===== config.mk =====
export PLATFORM = sky130hd
export DESIGN_NAME = mem_arbiter
export DESIGN_NICKNAME = d
export VERILOG_FILES = /design/src/rtl/mem_arbiter.sv
export SDC_FILE = /design/constraint.sdc
export NUM_CORES = 1
export LEC_CHECK = 0
export ABC_AREA = 1
export BUFFER_PORTS_ARGS = -buffer_cell sky130_fd_sc_hd__buf_2
export CAP_MARGIN = 20
export CORE_ASPECT_RATIO = 0.6
export CORE_MARGIN = 3
export CORE_UTILIZATION = 47
export DETAILED_ROUTE_END_ITERATION = 10
export GPL_TIMING_DRIVEN = 1
export PLACE_DENSITY = 0.8
export SYNTH_ARGS = -nofsm -noshare
export SYNTH_HDL_FRONTEND = slang
export SYNTH_SLANG_ARGS = --single-unit

===== constraint.sdc =====
create_clock -name clk -period 2.65 [get_ports clk]
set_input_delay 0 -clock clk [delete_from_list [all_inputs] [get_ports clk]]
set_output_delay 0 -clock clk [all_outputs]
set_load 0.1 [all_outputs]

===== src/rtl/mem_arbiter.sv =====
// mem_arbiter: shares one single-port memory between the fetch stage (IF)
// and the memory stage (DM). One access is in flight at a time; the winner's
// request is registered onto the memory port and completion is signalled by
// a one-cycle valid pulse MEM_LAT+1 cycles after issue.
// Optional build macro MEM_ARB_RR_EN: simultaneous requests alternate between
// DM and IF through a last-grant register; without it DM always wins ties.

`ifndef ISIZE
`define ISIZE 16
`endif
`ifndef DSIZE
`define DSIZE 16
`endif

module mem_arbiter #(
  parameter int unsigned MEM_LAT = 1
) (
  input  logic              clk,
  input  logic              rst,
  input  logic              if_req,
  input  logic [`ISIZE-1:0] if_addr,
  output logic [`DSIZE-1:0] if_rdata,
  output logic              if_valid,
  input  logic              dm_req,
  input  logic              dm_wen,
  input  logic [`DSIZE-1:0] dm_addr,
  input  logic [`DSIZE-1:0] dm_wdata,
  output logic [`DSIZE-1:0] dm_rdata,
  output logic              dm_valid,
  output logic              if_stall,
  output logic              dm_stall,
  output logic              mem_en,
  output logic              mem_wen,
  output logic [`DSIZE-1:0] mem_addr,
  output logic [`DSIZE-1:0] mem_wdata,
  input  logic [`DSIZE-1:0] mem_rdata
);

  typedef enum logic [1:0] {
    IDLE    = 2'd0,
    BUSY_IF = 2'd1,
    BUSY_DM = 2'd2
  } state_t;

  localparam logic [2:0] LAT_INIT = 3'(MEM_LAT);

  state_t     state;
  logic [2:0] cnt;
  logic       grant_dm;

`ifdef MEM_ARB_RR_EN
  // 1 when the most recent grant went to IF, so DM is next in line on a tie
  logic last_if;

  // Tie-break alternates; a lone requester always wins
  always_comb begin
    grant_dm = 1'b0;
    if (dm_req && !if_req)
      grant_dm = 1'b1;
    else if (dm_req && if_req)
      grant_dm = last_if;
  end

  // Remember who received the last grant, regardless of whether it was a tie
  always_ff @(posedge clk or posedge rst) begin
    if (rst)
      last_if <= 1'b1;
    else if (state == IDLE && (if_req || dm_req))
      last_if <= !grant_dm;
  end
`else
  // Fixed priority: DM holds the older instruction so it wins any tie
  always_comb begin
    grant_dm = dm_req;
  end
`endif

  // Freeze a stage while its request is outstanding and not yet completing
  always_comb begin
    if_stall = if_req && !if_valid;
    dm_stall = dm_req && !dm_valid;
  end

  // Arbitration FSM with registered memory-port and completion outputs
  always_ff @(posedge clk or posedge rst) begin
    if (rst) begin
      state     <= IDLE;
      cnt       <= '0;
      mem_en    <= 1'b0;
      mem_wen   <= 1'b0;
      mem_addr  <= '0;
      mem_wdata <= '0;
      if_rdata  <= '0;
      dm_rdata  <= '0;
      if_valid  <= 1'b0;
      dm_valid  <= 1'b0;
    end else begin
      mem_en   <= 1'b0;
      if_valid <= 1'b0;
      dm_valid <= 1'b0;
      case (state)
        IDLE: begin
          if (if_req || dm_req) begin
            mem_en <= 1'b1;
            cnt    <= LAT_INIT;
            if (grant_dm) begin
              mem_addr  <= dm_addr;
              mem_wdata <= dm_wdata;
              mem_wen   <= dm_wen;
              state     <= BUSY_DM;
            end else begin
              mem_addr  <= `DSIZE'(if_addr);
              mem_wdata <= '0;
              mem_wen   <= 1'b0;
              state     <= BUSY_IF;
            end
          end
        end
        BUSY_IF: begin
          if (cnt == '0) begin
            if_rdata <= mem_rdata;
            if_valid <= 1'b1;
            state    <= IDLE;
          end else begin
            cnt <= cnt - 3'd1;
          end
        end
        BUSY_DM: begin
          if (cnt == '0) begin
            // mem_wen still reflects this access: writes leave dm_rdata alone
            if (!mem_wen)
              dm_rdata <= mem_rdata;
            dm_valid <= 1'b1;
            state    <= IDLE;
          end else begin
            cnt <= cnt - 3'd1;
          end
        end
        default: state <= IDLE;
      endcase
    end
  end

endmodule


==> results of run 1 <==
==> timing repair <==
action | 4_1_cts | 5_1_grt
hold buffers | 66 | 0
buffers inserted | 0 | 0
hold endpoints to repair | 137 | 0
setup endpoints to repair | 0 | 0
==> critical path: cells and delay by family (launching register included) <==
kind | cells | cell delay [ns]
buffers and inverters | 2 | 0.14
flip-flops | 1 | 0.39
adder cells (fa/ha/maj) | 1 | 0.18
AND/OR/NAND/NOR | 3 | 0.99
AO/OA/AOI/OAI | 1 | 0.10
==> through the flow <==
step | hold WS (ns) | area, sq um
after floorplan | 0.145 | 3230
after global placement | 0.231 | 3920
after detailed placement | 0.238 | 3920
after CTS | 0.136 | 4880
after global routing | 0.177 | 4880
final | 0.144 | 4880
==> cell families after synthesis <==
family | Yosys count | share of synthesized area (%)
simple gates | 182 | 23.5
compound gates | 66 | 10.9
fa+ha+maj | 5 | 1.94
buf+inv | 50 | 7.02
flops | 73 | 56.6
==> layout by cell type (no fill, tap or decap), drive strengths merged <==
cell type / count
buf: 140
bufinv: 1
clkbuf: 10
clkinv: 2
clkinvlp: 2
dfrtp: 73
dlygate4sd3: 66
ha: 5
inv: 31
nand2: 149
nand3: 22
nand4: 2
nor2: 9
o21ai: 66
==> metal layers <==
metal / GRT usage (%) / vias to the layer above / wire [um] / share of wire, %
met5: 0 / - / 0 / 0
met1: 31.7 / 1571 / 4040 / 41
li1: - / 1589 / - / -
met2: 44.0 / 137 / 4950 / 50
met3: 5.97 / 30 / 593 / 6.0
met4: 9.20 / 0 / 308 / 3.1
==> final timing paths <==
path                              start       endpoint  cells past startpoint
setup / recovery                 cnt[0]    dm_rdata[6]                      7
hold / removal                   if_req   mem_wdata[2]                      4
setup reg to reg                 cnt[0]    dm_rdata[6]                      7
hold reg to reg            mem_wdata[9]   mem_wdata[9]                      2
max in group asynchronous           rst  mem_wdata[14]                      4
min in group asynchronous           rst    if_rdata[9]                      4
==> cell type report <==
class | count | area, sq um | area share (%)
inverters | 30 | 113 | 2.31
flip-flops and latches | 73 | 1830 | 37.4
clock inverters | 6 | 67.6 | 1.38
repair buffers | 206 | 1370 | 28.0
clock buffers | 10 | 229 | 4.69
multi-input cells | 253 | 1170 | 24.0
well taps | 84 | 105 | 2.15
==> registers in the layout (all words and copies together) (netlist names) <==
register	flops
if_rdata	16
cnt	3
mem_wdata	16
dm_rdata	16
mem_en	1
state	2
dm_valid	1
if_valid	1
mem_wen	1
mem_addr	16
==> results, run 1 <==
- Setup violations remaining at the end of the flow were counted as 0.
- Ranked by total cell area, the synthesized netlist is headed by sky130_fd_sc_hd__dfrtp_1 57%, sky130_fd_sc_hd__nand2_1 17%, sky130_fd_sc_hd__o21ai_0 7.1%, sky130_fd_sc_hd__inv_1 3.3%, sky130_fd_sc_hd__nand3_1 3.3%.
- The first TritonRoute pass finished after 5 iterations.
- Of the synthesized area, sequential elements account for between 50% and 60%.
- The worst register-to-register path has a setup slack of 0.70 ns.
- The run finished with clean final reports.
- After detailed routing, the number of vias per cell comes to 5.03.
- The area growth from synthesis to layout is 51.3%.
- Of the cells placed in the final design, the portion with a size suffix greater than 1 is 29.2%.
- The count of buffers added on input and output ports is ~140.
- Clock tree synthesis inserted a total of 9 buffers.
- The synthesized design contains 73 register bits.
- In the synthesized netlist the dominant register cell turns out to be sky130_fd_sc_hd__dfrtp_1.
- The count of clock tree sinks is 73.
- Detailed routing inserted a total of about 3.3k vias.
- The share of synthesized flip-flops with an asynchronous set or reset is between 90% and 100%.
- The core utilization of the finished layout is 76.4%.
- The wire-length estimate of the detail-placed layout is 5.76 mm.
- Including well taps, the total number of placed cells is 580.
- The worst path required time is 2.84 ns.
- In this run the tightest slew margin relative to its limit is 38.4%.
- The critical path capture point type is a flip-flop.
- At the pin with the least slew margin, the transition time is 0.924 ns.
- The congestion estimate from routability-driven global placement came to 0.845.
- The number of nets produced by synthesis is 450.
- The count of filler cells inserted in the layout is 433.
- For this run, the number of Yosys warnings is 0.
- The count of final hold-check violations was 0.
- The cell area that synthesis handed to floorplanning was 0.00323 sq mm.
- The total length of routed wires is between 9 and 10 mm.
- The clock latency on the worst-skew pair is about 0.33 ns.
- Derived from the worst setup path, the maximum achievable clock frequency is 0.512 GHz.
- The average detailed-routed wire length per instance is between 10 and 15 um.
- The library cell appearing most often on the critical path is sky130_fd_sc_hd__inv_1.
- Ranked by instance count, the synthesized netlist is headed by 148 x sky130_fd_sc_hd__nand2_1, 73 x sky130_fd_sc_hd__dfrtp_1, 46 x sky130_fd_sc_hd__o21ai_0.
- Setup repair after global routing left no endpoint under its margin.
- The total number of placement rows is 22.
- The worst setup skew after layout is 0.00391 ns.
- Prior to clock tree synthesis, the placed netlist has a worst setup slack of between 0.7 and 0.8 ns.
- 139 I/O pins were placed.
- The number of gates resized after CTS is 0.
- The type of the worst setup path is reg -> reg.
- The initial core utilization is 50.5%.
- The floorplan die area is 0.00793 sq mm.
- The number of global-route vias before repair is 3369.
- Yosys mapped a number of flops with a built-in enable equal to 0.
- The post-layout net count is between 600 and 700.
- The critical path arrival is ~2.1 ns.
- The final critical path takes up between 70% and 80% of the cycle.
- In this run the worst path has a maximum fanout of 32.
- The final non-filler cell total is 662.
- The mean cell area of the mapped netlist is 8.58 sq um.
- The largest total area in the synthesized netlist belongs to sky130_fd_sc_hd__dfrtp_1.
- The initial antenna violation count is 0.
- The floorplan step set the die height to roughly 70 um.
- 0 antenna diodes ended up in the layout.
- Entering global routing, the biggest net connects 74 pins.
- Clock-pin slew was measured on the worst setup and hold paths at 0.06 ns.
- The maximum cell stage delay along the critical path is 0.55 ns.
- The number of max-slew violations in the final report is 0.
- The worst setup margin is ~0.70 ns.
- The CTS tree is yes.
- The setup TNS is 0 ns.
- In this run the remaining antenna-violating nets after routing total 0.
- In this run, the number of DRC markers left after iteration 0 of detailed routing was approximately 370.
- The number of H-tree levels is 3.
- The standard cell with the maximum stage delay on the critical path is sky130_fd_sc_hd__nand3_2.
- The floorplan step set the die width to about 110 um.
- The count of unique library cells instantiated by Yosys is 20.
- In this run the worst hold path is classified as in -> reg.
- Yosys instantiated no cell more often than sky130_fd_sc_hd__nand2_1.
- In this run the clock root is driven by a sky130_fd_sc_hd__clkbuf_16.
- The total global-route track usage is between 20% and 30%.
- The number of buffers between clock root and the deepest sink is 2.
- The core area is ~0.0064 sq mm.
- After detailed routing, the number of remaining DRC violations is 0.
- Traced cell by cell, the critical path runs through inv_1 -> ha_1 -> inv_1 -> nor2_2 -> nand3_2 -> nand2_1 -> o21ai_1.
- The cell count after synthesis is 376.
- The share of synthesized area in the top cell type comes to 56.6%.
- For the finished layout, the period the worst path requires is slightly below 2 ns.
- The worst setup path is launched from a flip-flop.
- The total grt overflow is 0.
- The number of maximum-capacitance violations is 0.
- The global-route wire length before repair is between 15 and 20 mm.
Power of run 1 is not shown: default switching activity piles up to over one toggle a cycle in this logic, so the estimate is an artifact.
==> run 2, diff against run 1 <==
==> constraint.sdc (replaced) <==
create_clock -name clk -period 1.9 [get_ports clk]
set_input_delay 0 -clock clk [delete_from_list [all_inputs] [get_ports clk]]
set_output_delay 0 -clock clk [all_outputs]
set_load 0.1 [all_outputs]
==> run 2 against run 1 <==
Net effect: worst hold slack lost 0.13 ns; highest routed layer unchanged; design area increased by 2.4%; die area is the same; critical endpoint is now cnt[1].
==> results, run 2 (synthesis results as in run 1) <==
- The worst setup margin is 0.243 ns (was 0.697 ns).
- The post-layout net count is 650 (was 647).
- The number of detailed-routing iterations run before antenna repair is 5 (unchanged).
- The count of clock tree sinks is 73 (unchanged).
- The total grt overflow came to 0 (unchanged).
- The kind of start point of the critical path is a flip-flop (unchanged).
- The final number of setup-violating endpoints is 0 (unchanged).
- The CTS buffer count is 9 (unchanged).
- The clock slew seen by the registers of the worst setup and hold paths is 0.05 ns (was 0.06 ns).
- The number of maximum-capacitance violations is 0 (unchanged).
- The area growth from synthesis to layout came to 54.9% (was 51.3%).
- Commonest cells after routing, fill and taps aside: 148 x sky130_fd_sc_hd__nand2_1, 138 x sky130_fd_sc_hd__buf_2, 73 x sky130_fd_sc_hd__dfrtp_1 (unchanged).
- The initial antenna violation count is 0 (unchanged).
- Outcome: finished, final reports clean (unchanged).
- The count of antenna-violating nets left after detailed routing is 0 (unchanged).
- The count of buffers inserted at the top-level ports came to 138 (unchanged).
- The number of max-slew violations in the final report is 0 (unchanged).
- The setup TNS came to 0 ns (unchanged).
- The total global-route track usage came to 27.2% (was 25.6%).
- The global-route layer with the greatest usage is met2 (unchanged).
- The global-route met2 utilization is 45.6% (was 44.0%).
- The clock latency on the worst-skew pair was 0.33 ns (about the same).
- The met1 usage came to 32.0% (was 31.7%).
- The leading cell type in the layout, fill and taps excluded is sky130_fd_sc_hd__nand2_1 (unchanged).
- The number of diodes added for antenna fixing came to 0 (unchanged).
- The vertical die dimension is 70.2 um (unchanged).
- The critical path capture point type is a flip-flop (unchanged).
- The routing usage on met3 is 6.06% (was 5.97%).
- The post-route DRC violation count is 0 (unchanged).
- The total number of placement rows is 22 (unchanged).
- Setup repair after global routing missed its margin: false (unchanged).
- The count of final hold-check violations came to 0 (unchanged).
- The clock root buffer is sky130_fd_sc_hd__clkbuf_16 (unchanged).
- The maximum cell stage delay along the critical path is 0.44 ns (was 0.55 ns).
- The count of filler cells inserted in the layout is 395 (was 433).
- The critical path arrival was 1.93 ns (was 2.14 ns).
- The number of vias per cell is 5.15 (was 5.03).
- The initial core utilization came to 50.5% (unchanged).
- The floorplan die area is 0.00793 sq mm (unchanged).
- The core area was 0.00639 sq mm (unchanged).
- The number of buffers between clock root and the deepest sink is 2 (unchanged).
- The worst setup skew after layout was 0.00374 ns (was 0.00391 ns).
- The number of H-tree levels is 3 (unchanged).
- Cells traversed along the worst timing path: inv_1 -> ha_1 -> inv_2 -> nand2_1 -> nand3_1 -> nand2_1 -> nand2_1 (was inv_1 -> ha_1 -> inv_1 -> nor2_2 -> nand3_2 -> nand2_1 -> o21ai_1).
- The average detailed-routed wire length per instance was 15.7 um (was 14.9 um).
- The proportion of layout cells with a drive suffix above 1 is 30.5% (was 29.2%).
- The post-route fraction of the period consumed by the critical path is 87.2% (was 73.7%).
- The worst setup timing slack at the placement stage is 0.235 ns (was 0.757 ns).
- The worst path required time was 2.17 ns (was 2.84 ns).
- The number of gates resized after CTS is 0 (unchanged).
- The CTS tree is yes (unchanged).
- The core utilization of the finished layout is 78.3% (was 76.4%).
- The count of hold-fix buffers inserted at cts is 64 (was 66).
- The count of routing violations after the opening detailed-route iteration came to 479 (was 372).
- The library cell appearing most often on the critical path is sky130_fd_sc_hd__nand2_1 (was sky130_fd_sc_hd__inv_1).
- The total number of vias is 3424 (was 3327).
- The worst relative slew slack was 61.5% (was 38.4%).
- The maximum fanout count along the critical path was 34 (was 32).
- The routability congestion estimate from global placement is 0.807 (was 0.845).
- The x dimension of the die came to 113 um (unchanged).
- The post-layout minimum cycle time is 1.66 ns (was 1.95 ns).
- The count of boundary I/O pins was 139 (unchanged).
- The half-perimeter wire length of the detailed placement result is 6.33 mm (was 5.76 mm).
- The class of the most critical hold timing path is in -> reg (unchanged).
- The standard cell with the maximum stage delay on the critical path is sky130_fd_sc_hd__inv_2 (was sky130_fd_sc_hd__nand3_2).
- The total length of routed wires is 10.4 mm (was 9.89 mm).
- The global-route wire length before repair came to 17.0 mm (was 16.3 mm).
- The maximum clock frequency is 0.603 GHz (was 0.512 GHz).
- The number of buffers added for setup after CTS is 0 (unchanged).
- The largest net degree at the start of global routing is 35 (was 74).
- The number of global-route vias before repair is 3590 (was 3369).
- The type of the worst setup path is reg -> reg (unchanged).
- The measured slew at the worst slew-check pin is 0.576 ns (was 0.924 ns).
==> run 2: cell types whose count changed in the layout (fill, tap and decap cells not counted), sizes merged <==
cell,before,now
dlygate4sd3,66,64
clkbuf,10,11
buf,140,145
clkinvlp,2,0
inv,31,30
bufinv,1,4
clkinv,2,1
==> run 2: per-layer routing <==
layer / vias to the layer above / part of all wire [%] / wire (um)
met4: 0 / 5.2 / 540
met2: 179 / 49 / 5090
met5: - / 0 / 0
met1: 1601 / 40 / 4130
met3: 57 / 6.4 / 668
li1: 1587 / - / -
==> run 2: area by class of cell <==
class / instances / area [sq um] / share of cell area [%]
tap: 84 / 105 / 2.10
timing repair buffer: 209 / 1400 / 27.9
clock inverter: 5 / 125 / 2.50
clock buffer: 11 / 253 / 5.06
sequential: 73 / 1830 / 36.6
inverter: 30 / 113 / 2.25
multi-input combinational: 253 / 1180 / 23.6
==> run 2: worst paths after layout <==
path                                endpoint  cells after the start          from  slack [ns]
worst max-delay path                  cnt[1]                      7      state[0]        0.24
worst min-delay path             mem_addr[2]                      5    if_addr[2]        0.01
worst max register to register        cnt[1]                      7      state[0]        0.24
worst min register to register  if_rdata[11]                      2  if_rdata[11]        0.48
max in group asynchronous       mem_wdata[5]                      4           rst        1.02
min in group asynchronous       mem_wdata[0]                      3           rst        0.27
==> run 2: critical path, delay by kind of cell (launching register included) <==
family	cells	cell delay, ns
adders and majority gates	1	0.23
and+or+nand+nor	4	0.48
DFF	1	0.37
buffers and inverters	2	0.51
==> run 2: stage by stage <==
step	hold WS [ns]	cells	area (sq um)
after floorplan	0.145	376	3230
after global placement	0.0581	585	3980
after detailed placement	0.0610	585	3980
after CTS	0.000909	665	5000
after global routing	0.0257	665	5000
final	0.0126	665	5000
Power of run 2 is left out for the same reason.
